$ cat config.mk
export PLATFORM = sky130hd
export DESIGN_NAME = rs232_tx_sched
export DESIGN_NICKNAME = d
export VERILOG_FILES = /design/src/rtl/rs232_tx_sched.sv
export SDC_FILE = /design/constraint.sdc
export NUM_CORES = 1
export LEC_CHECK = 0
export ABC_AREA = 1
export BUFFER_PORTS_ARGS = -buffer_cell sky130_fd_sc_hd__buf_4
export CAP_MARGIN = 15
export CORE_MARGIN = 5
export CORE_UTILIZATION = 46
export CTS_CLUSTER_DIAMETER = 50
export DETAILED_ROUTE_END_ITERATION = 10
export PLACE_DENSITY = 0.76
export SKIP_CTS_REPAIR_TIMING = 1
export SLEW_MARGIN = 5
export SYNTH_ARGS = -nofsm -noshare
export SYNTH_HDL_FRONTEND = slang
export SYNTH_SLANG_ARGS = --single-unit
$ cat constraint.sdc
create_clock -name clk -period 1.5 [get_ports clk]
set_clock_uncertainty 0.05 [all_clocks]
set_input_delay 0.3 -clock clk [delete_from_list [all_inputs] [get_ports clk]]
set_output_delay 0.3 -clock clk [all_outputs]
set_load 0.02 [all_outputs]
$ cat src/rtl/rs232_tx_sched.sv
// Round-robin scheduler sharing one rs232_send transmitter among NREQ byte streams.
// Each grant covers one packet, optionally prefixed by a channel-ID header byte.
module rs232_tx_sched #(
   parameter int         NREQ        = 4,
   parameter bit         HEADER_EN   = 1'b1,
   parameter logic [7:0] HEADER_BASE = 8'hA0,
   parameter int         MAX_PKT     = 64,
   localparam int        IDW         = $clog2(NREQ)
) (
   input  logic              clk,
   input  logic              resetn,
   input  logic [NREQ-1:0]   req_valid,
   input  logic [8*NREQ-1:0] req_data,
   input  logic [NREQ-1:0]   req_last,
   output logic [NREQ-1:0]   req_ready,
   output logic [7:0]        tx_data,
   output logic              tx_en,
   input  logic              tx_stb,
   output logic [IDW-1:0]    grant_id,
   output logic              busy,
   output logic              pkt_trunc,
   output logic [1:0]        state_dbg
);

   typedef enum logic [1:0] {
      IDLE    = 2'd0,
      HEADER  = 2'd1,
      PAYLOAD = 2'd2
   } state_t;

   state_t         state;
   logic [1:0]     rst_sync;
   logic           rst_n_i;
   logic [IDW-1:0] ptr;
   logic [IDW-1:0] ptr_nxt;
   logic [7:0]     cnt;
   logic [7:0]     cnt_nxt;
   logic [7:0]     hold_data;
   logic           hold_full;
   logic           slot_free;
   logic           take;
   logic           trunc_hit;
   logic [7:0]     sel_data;
   logic           arb_found;
   logic [IDW-1:0] arb_id;

   // Reset asserts asynchronously but releases on a clock edge.
   always_ff @(posedge clk or negedge resetn) begin
      if (!resetn) rst_sync <= 2'b00;
      else         rst_sync <= {rst_sync[0], 1'b1};
   end
   assign rst_n_i = rst_sync[1];

   // Handshakes: a requester byte moves on a cycle with req_valid[i] & req_ready[i];
   // a held byte moves into the shifter on a cycle with tx_en & tx_stb.
   assign slot_free = !hold_full || tx_stb;
   assign take      = (state == PAYLOAD) && slot_free && req_valid[grant_id];
   assign sel_data  = req_data[{grant_id, 3'b000} +: 8];
   assign cnt_nxt   = cnt + 8'd1;
   assign trunc_hit = take && !req_last[grant_id] && (cnt_nxt == 8'(MAX_PKT));
   assign ptr_nxt   = (grant_id == IDW'(NREQ - 1)) ? '0 : grant_id + IDW'(1);

   always_comb begin
      req_ready           = '0;
      req_ready[grant_id] = take;
   end

   // Lowest offset from ptr wins, so scan downward and let the last hit stick.
   always_comb begin
      arb_found = 1'b0;
      arb_id    = '0;
      for (int k = NREQ - 1; k >= 0; k--) begin
         if (req_valid[(int'(ptr) + k) % NREQ]) begin
            arb_found = 1'b1;
            arb_id    = IDW'((int'(ptr) + k) % NREQ);
         end
      end
   end

   always_ff @(posedge clk or negedge rst_n_i) begin
      if (!rst_n_i) begin
         state     <= IDLE;
         ptr       <= '0;
         grant_id  <= '0;
         cnt       <= '0;
         hold_data <= '0;
         hold_full <= 1'b0;
      end else begin
         if (tx_stb) hold_full <= 1'b0;
         case (state)
            IDLE: begin
               if (arb_found) begin
                  grant_id <= arb_id;
                  cnt      <= '0;
                  state    <= HEADER_EN ? HEADER : PAYLOAD;
               end
            end
            HEADER: begin
               if (slot_free) begin
                  hold_data <= HEADER_BASE + 8'(grant_id);
                  hold_full <= 1'b1;
                  state     <= PAYLOAD;
               end
            end
            PAYLOAD: begin
               if (take) begin
                  hold_data <= sel_data;
                  hold_full <= 1'b1;
                  cnt       <= cnt_nxt;
                  if (req_last[grant_id] || trunc_hit) begin
                     state <= IDLE;
                     ptr   <= ptr_nxt;
                  end
               end
            end
            default: state <= IDLE;
         endcase
      end
   end

   assign tx_en     = hold_full;
   assign tx_data   = hold_data;
   assign busy      = (state != IDLE) || hold_full;
   assign pkt_trunc = trunc_hit;
   assign state_dbg = state;

endmodule
## Yosys cells after proc, flatten, opt, wreduce, memory -nomap -nowiden

Index checks and enable logic that the tools add are counted.

| storage, ports and cells | value |
|---|---|
| register bits after elaboration | 25 |
| bits in latches | 0 |
| bits in writable memories | 0 |
| bits in read-only memories | 0 |
| output and inout port bits | 19 |
| memories kept | 0 |

| operators by class | value |
|---|---|
| add/sub/neg operators | 6 |
| multiply operators | 0 |
| div/mod/pow operators | 0 |
| $lt $le $gt $ge | 6 |
| equal/unequal tests | 8 |
| shift operators | 1 |
| muxes and demuxes | 41 |
| bitwise logic cells | 4 |
| reductions and logical operators | 22 |

Operators by type and width:

| cell | number |
|---|---|
| $mux 8 | 4 |
| $pmux 8 s2 | 2 |
| $shiftx 32x6->8 | 1 |
| $mux 2 | 9 |
| $mux 1 | 17 |
| $bmux 1 s2 | 6 |
| $lt 3x4->1 const B | 3 |
| $reduce_and 3->1 | 3 |
| $add 8x1->8 const B | 1 |
| $add 8x2->8 const A | 1 |
| $eq 8x7->1 const B | 1 |
| $lt 2x3->1 const B | 2 |
| $ne 2x2->1 const B | 3 |
| $pmux 2 s3 | 1 |
| $reduce_bool 2->1 | 3 |
| $reduce_or 2->1 | 3 |
| $logic_and 1x1->1 | 5 |
| $add 2x1->2 const B | 2 |
| $add 2x2->2 const B | 2 |
| $and 4x4->4 | 1 |
| $eq 2x2->1 const B | 2 |
| $reduce_and 4->1 | 1 |
| $and 1x1->1 const A | 3 |
| $logic_or 1x1->1 | 3 |
| 8 further kinds | 9 |

## Depth between registers and ports, before layout

Gate-level depths: netlist (run 1).

| depth | value |
|---|---|
| depth in word-level cells | 12 |
| gate-level depth with buffers | 13 |
| gate-level depth less buffers | 12 |

## Worst setup path after synthesis (run 1)

OpenSTA, ideal clock, no wires.

| timing path | value |
|---|---|
| path kind | register to output |
| from | register state[0] (netlist: state_dbg[0]) |
| to | output port pkt_trunc |
| data arrival time | 1930 ps |
| path slack | -780 ps |
| stages on the path, launching flop included | 8 |
| cell sequence | dfrtp_1 inv_1 ha_1 buf_4 inv_2 nor2_2 nand3_4 nor4_1 |

| between the ends | value |
|---|---|
| longest elaborated chain between the ends | 5 |

RTL lines:

| what | RTL line | text |
|---|---|---|
| start, declared | 31 | `state_t state;` |
| start signal, assigned | 95 | `state <= HEADER_EN ? HEADER : PAYLOAD;` |
| $eq 2x2->1 | 57 | `assign take = (state == PAYLOAD) && slot_free && req_valid[grant_id];` |
| $logic_and 1x1->1 (2 in series) | 57 |  |
| $logic_and 1x1->1 (2 in series) | 60 | `assign trunc_hit = take && !req_last[grant_id] && (cnt_nxt == 8'(MAX_PKT));` |
| end, declared | 21 | `output logic pkt_trunc,` |

No other way between the ends.

## Worst setup path in the final report (run 1)

| timing path | value |
|---|---|
| from | register cnt[0] |
| to | output port pkt_trunc |

| between the ends | value |
|---|---|
| longest elaborated chain between the ends | 3 |

RTL lines:

| what | RTL line | text |
|---|---|---|
| start, declared | 36 | `logic [7:0] cnt;` |
| start signal, assigned | 109 | `cnt <= cnt_nxt;` |
| $add 8x1->8 | 59 | `assign cnt_nxt = cnt + 8'd1;` |
| $eq 8x7->1 | 60 |  |
| $logic_and 1x1->1 | 60 |  |

No other way between the ends.

==> results of run 1 <==
power groups by stage:
| stage | Clock (mW) | Sequential, mW | Combinational (mW) |
|---|---|---|---|
| global route | 0.442 | 1.11 | 4.51 |
| global placement | 0 | 1.10 | 3.43 |
| floorplan | 0 | 1.27 | 2.08 |
| finish | 0.398 | 1.09 | 4.12 |
| detailed placement | 0 | 1.11 | 3.52 |
| CTS | 0.416 | 1.10 | 3.54 |
logic make-up (layout without fill, tap and decap cells):
group | count (synthesis) | count (layout) | share of synthesized area (%)
AND/OR/NAND/NOR | 160 | 160 | 35.75
AO/OA/AOI/OAI | 46 | 46 | 14.22
flip-flops | 25 | 25 | 32.62
XOR/XNOR | 2 | 2 | 0.9134
other | 1 | 1 | 0.1955
adder cells (fa/ha/maj) | 10 | 10 | 6.523
buffers and inverters | 42 | 144 | 9.784
cell type report:
class / instances / area (um2)
multi-input combinational: 219 / 1301
timing repair buffer: 109 / 882.1
sequential: 25 / 631.9
fill: 320 / 977.2
tap: 50 / 62.56
clock buffer: 4 / 45.04
inverter: 31 / 128.9
worst max-delay path, cell delays in order (launching register included):
cell and delay (ps):
dfrtp_1 420, buf_6 140, nand3_1 120, nand2_1 90
nand2_1 70, nand2_1 60, nor2_2 130, nand3_2 110
nor4_4 140, buf_4 180
final timing paths:
path | from | end | slack (ps) | cells after the start
worst max-delay path | cnt[0]$_DFFE_PN0P_ | pkt_trunc | -590 | 9
worst min-delay path | tx_stb | tx_en$_DFF_PN0_ | 170 | 2
worst max register to register | grant_id[0]$_DFFE_PN0P_ | cnt[4]$_DFFE_PN0P_ | -500 | 13
worst min register to register | rst_sync[1]$_DFF_PN0_ | cnt[2]$_DFFE_PN0P_ | 180 | 1
max in group asynchronous | rst_sync[1]$_DFF_PN0_ | grant_id[1]$_DFFE_PN0P_ | 970 | 1
min in group asynchronous | rst_sync[1]$_DFF_PN0_ | cnt[2]$_DFFE_PN0P_ | 180 | 1
cells in the mapped netlist:
cell type   n
inv_2       5
o21ai_1     2
buf_4       1
o21ai_0    24
ha_1       10
buf_2       3
o311ai_0    2
o21bai_1    1
o21ai_2     6
nor4_1      1
nand3_2     1
buf_6       3
o31ai_1     1
o22ai_1     2
clkbuf_1    4
nand3_4     1
conb_1      1
dfrtp_1    25
nor2_4      2
nor2_1     35
o21a_1      1
xnor2_1     1
nand4_1     7
o211ai_1    1
nand2_1    90
inv_1      26
xor2_1      1
nand3_1    22
a21oi_1     6
nor2_2      1
metal layers:
layer	track usage [%]	up-vias
met5	0	-
met4	6.522	0
met3	3.784	8
met2	34.63	67
met1	25.96	1009
li1	-	1127
registers in the layout (all words and copies together), names as in the netlist:
| name | cells |
|---|---|
| state_dbg | 2 |
| ptr | 2 |
| cnt | 8 |
| tx_data | 8 |
| grant_id | 2 |
| rst_sync | 2 |
| tx_en | 1 |
==> results.json, run 1 <==
{
  "syn_nets": 339,
  "n_antenna_cell": 0,
  "grt_overflow": 0,
  "syn2layout_area_growth_pct": 59.10,
  "finalPower_mw": 5.602,
  "power.density_nw_per_um2": 1836,
  "antenna_found_initial": 0,
  "setup_violations": 26,
  "grt_pass1_wl_um": 8838,
  "yosys.area.top_type": "dfrtp_1",
  "rows": 23,
  "route.detailed.drc": 0,
  "synth_seq_cells": 25,
  "cts_tree": "done",
  "drtIter0Drc": 124,
  "ys_seq_area_share_pct": 32.62,
  "rsz0062_at_grt": "true",
  "hp-class": "input pin to flop",
  "core_um2": 4029,
  "clkSlewWorstSetupHoldPaths_ps": 90,
  "yosysWarningCount": 0,
  "die_h_um": 74.58,
  "grt_max_degree": 24,
  "layout.nets": 442,
  "insertion_delay_ps": 270,
  "fin_crit_sh_pct": 139.6,
  "grt_pass1_vias": 2042,
  "wire_per_inst_um": 13.19,
  "io_pins": 62,
  "fin_setup_tns_ps": -10310,
  "top_layer": "met4",
  "fin_ws_ps": -594.3,
  "yosys.area.top_type_share_pct": 32.62,
  "hpwl_um": 4304,
  "cp_max_fo": 6,
  "dieArea_um2": 5561,
  "switching_share_pct": 47.33,
  "placed_area_um2": 2765,
  "numPortBuffers": 61,
  "period_minus_slack_ps": 2094,
  "p_int_mw": 2.951,
  "clock_sinks": 25,
  "dpl.cell_count": 423,
  "dr_total_vias": 2211,
  "syn_area_per_cell_um2": 6.707,
  "htreeDepth": 1,
  "grt_usage_pct": 20.33,
  "wl_met2_um": 2875,
  "drv_cap": 0,
  "syn_inst": 286,
  "firstDrtPassIters": 4,
  "initial_utilization_pct": 47.61,
  "startpoint_type": "flop",
  "cp.arrival_ps": 1740,
  "instances_no_fill": 438,
  "ctsLongestPathBuffers": 2,
  "wl_met1_um": 2474,
  "ir_worst_vdd_mv": 1.514,
  "numCtsBuffers": 3,
  "ys_top_cells_by_area": "dfrtp_1 (33%), nand2_1 (18%), nor2_1 (6.8%)",
  "violations": "negative setup slack",
  "cts_root_buffer": "clkbuf_8",
  "antenna_left": 0,
  "layout_common_cells": "buf_4 (93), nand2_1 (82), nor2_1 (27)",
  "place_ws_ps": -452.0,
  "clkPwrFrac_pct": 7.1,
  "drt_wl_total_um": 5777,
  "worstSetupPathType": "flop to primary output",
  "post_drt_via_cell_ratio": 5.048,
  "place_congestion": 0.8732,
  "fmax_mhz": 477.5,
  "required_ps": 1150,
  "hold_viol": 0,
  "drive_above_1_share_pct": 43.81,
  "fin_area_um2": 3052,
  "end_kind": "primary output",
  "leakagePower_nw": 1.511,
  "synth_area_um2": 1918,
  "p_switching_mw": 2.651,
  "status": "complete, but fails checks",
  "comb_power_share_pct": 73.5,
  "final_common_cell": "buf_4",
  "whs_ps": 169.8,
  "synth_cell_types": 30,
  "dieWidth_um": 74.58,
  "final_util_pct": 75.75,
  "drv_slew": 0,
  "dr_wl_met3_um": 358,
  "seqPwrFrac_pct": 19.4
}
Note: power is estimated with default switching activity, not from simulation.
==> run 2, diff against run 1 <==
PLACE_DENSITY = 0.78   (was 0.76)
==> run 2 against run 1 <==
- the run still ends with negative setup slack left
- final area grew 0.90%
- critical path depth is the same
- routed wire length grew 1.9%
- utilization grew 0.68 points
- highest routed layer unchanged
- hold slack lost 4.4 ps
- power grew 0.54%
- count of clock-buffer cells in the layout shrank 1
- clock power grew 4%
- sequential power is essentially flat
- global-route usage grew 0.55 points
==> results.json, run 2 (synthesis gave the netlist of run 1 again) <==
{
  "grt_pass1_wl_um": 9066,
  "fill_cells": 300,
  "p_int_mw": 2.961,
  "r2r_cells": 12,
  "die_h_um": 74.58,
  "power.density_nw_per_um2": 1829,
  "crit_slowest_cell": "dfrtp_1",
  "cp_top_family": "simple AND/OR/NAND/NOR gates",
  "dr_total_vias": 2228,
  "final_common_cell": "buf_4",
  "final_util_pct": 76.43,
  "dieArea_um2": 5561,
  "required_ps": 1150,
  "fin_setup_tns_ps": -7459,
  "firstDrtPassIters": 4,
  "n_antenna_cell": 0,
  "startpoint_type": "flop",
  "place_congestion": 0.8234,
  "violations": "negative setup slack",
  "layout_common_cells": "buf_4 (98), nand2_1 (79), nor2_1 (28)",
  "antenna_found_initial": 0,
  "insertion_delay_ps": 270,
  "hpwl_um": 4200,
  "cp_cell_sequence": "ha_4, nand2_2, nand2_2, nor2_2, nand2_1, nor2_2, nand3_2, nor4_4, buf_4",
  "hold_viol": 0,
  "drv_cap": 0,
  "antenna_left": 0,
  "ctsLongestPathBuffers": 2,
  "cp_max_fo": 4,
  "route.detailed.drc": 0,
  "dieWidth_um": 74.58,
  "grt_overflow": 0,
  "initial_utilization_pct": 47.61,
  "placed_area_um2": 2773,
  "final-seq-area_um2": 634.4,
  "ir_worst_vdd_mv": 1.367,
  "crit_buf_inv": 1,
  "place_ws_ps": -415.8,
  "dpl.cell_count": 424,
  "io_pins": 62,
  "cp.arrival_ps": 1710,
  "cts_root_buffer": "clkbuf_8",
  "switching_share_pct": 47.42,
  "grt_pass1_vias": 2095,
  "status": "complete, but fails checks",
  "r2r_start": "grant_id[0]$_DFFE_PN0P_",
  "setup_violations": 26,
  "drv_slew": 0,
  "instances_no_fill": 441,
  "numPortBuffers": 61,
  "seqPwrFrac_pct": 19.5,
  "fin_ws_ps": -563.1,
  "leakagePower_nw": 1.524,
  "multi_input_area_um2": 1309,
  "rrSetupSlack_ps": -360,
  "clock_sinks": 25,
  "rows": 23,
  "p_switching_mw": 2.671,
  "reg2reg_to": "cnt[2]$_DFFE_PN0P_",
  "worstSetupPathType": "flop to primary output",
  "comb_power_share_pct": 73.1,
  "syn2layout_area_growth_pct": 60.53,
  "cts_tree": "done",
  "core_um2": 4029,
  "crit_cells": 9,
  "rsz0062_at_grt": "true",
  "drt_wl_total_um": 5887,
  "crit_path_end": "pkt_trunc",
  "whs_ps": 165.4,
  "layout.nets": 445,
  "max_stage_delay_ps": 420,
  "drtIter0Drc": 161,
  "cp-startpoint": "cnt[0]$_DFFE_PN0P_",
  "hold_depth": 2,
  "fin_area_um2": 3079,
  "numCtsBuffers": 3,
  "drive_above_1_share_pct": 45.78,
  "post_drt_via_cell_ratio": 5.052,
  "grt_usage_pct": 20.88,
  "clkSlewWorstSetupHoldPaths_ps": 90,
  "grt_max_degree": 24,
  "fmax_mhz": 484.7,
  "htreeDepth": 1,
  "wire_per_inst_um": 13.35,
  "clkPwrFrac_pct": 7.3,
  "end_kind": "primary output",
  "fin_crit_sh_pct": 137.5,
  "finalPower_mw": 5.632,
  "period_minus_slack_ps": 2063,
  "hp-class": "input pin to flop"
}
run 2: cell type report:
class                           instances  share of cell area, %
Clock buffer                            3                  1.341
Clock inverter                          1                 0.1625
Inverter                               31                  4.185
Multi-Input combinational cell        219                  42.50
Sequential cell                        25                  20.60
Tap cell                               50                  2.032
Timing Repair Buffer                  112                  29.18
run 2: worst min path at each step:
| stage | startpoint | to | slack, ps |
|---|---|---|---|
| final | tx_stb | tx_en$_DFF_PN0_ | 170 |
| after floorplan | resetn | rst_sync[0]$_DFF_PN0_ | -50 |
| after global routing | tx_stb | tx_en$_DFF_PN0_ | 170 |
| after detailed placement | resetn | rst_sync[0]$_DFF_PN0_ | 30 |
| after global placement | resetn | rst_sync[1]$_DFF_PN0_ | 30 |
| after CTS | resetn | rst_sync[0]$_DFF_PN0_ | -270 |
run 2: layer usage:
metal | global-route usage, % | vias up | wire length [um]
met5 | 0 | - | 0
met4 | 6.719 | 0 | 87
met3 | 3.243 | 7 | 308
met2 | 36.39 | 54 | 3007
met1 | 26.36 | 1044 | 2484
li1 | - | 1123 | -
run 2: power by group through the flow:
stage | logic, mW | clock network, mW | registers, mW
6_report | 4.12 | 0.414 | 1.10
4_1_cts | 3.54 | 0.421 | 1.10
2_1_floorplan | 2.08 | 0 | 1.27
3_5_place_dp | 3.53 | 0 | 1.11
5_1_grt | 4.55 | 0.455 | 1.13
3_3_place_gp | 3.42 | 0 | 1.11
run 2: worst register-to-register path, cell delays in order, from the launching register on:
cell and delay (ps):
dfrtp_2 450, inv_2 90, buf_6 110, nand2_2 50
nand3_2 100, nand3_4 150, buf_4 180, o21ai_2 50
inv_2 60, nor2_4 190, buf_12 160, nand3_1 70
o21ai_1 80
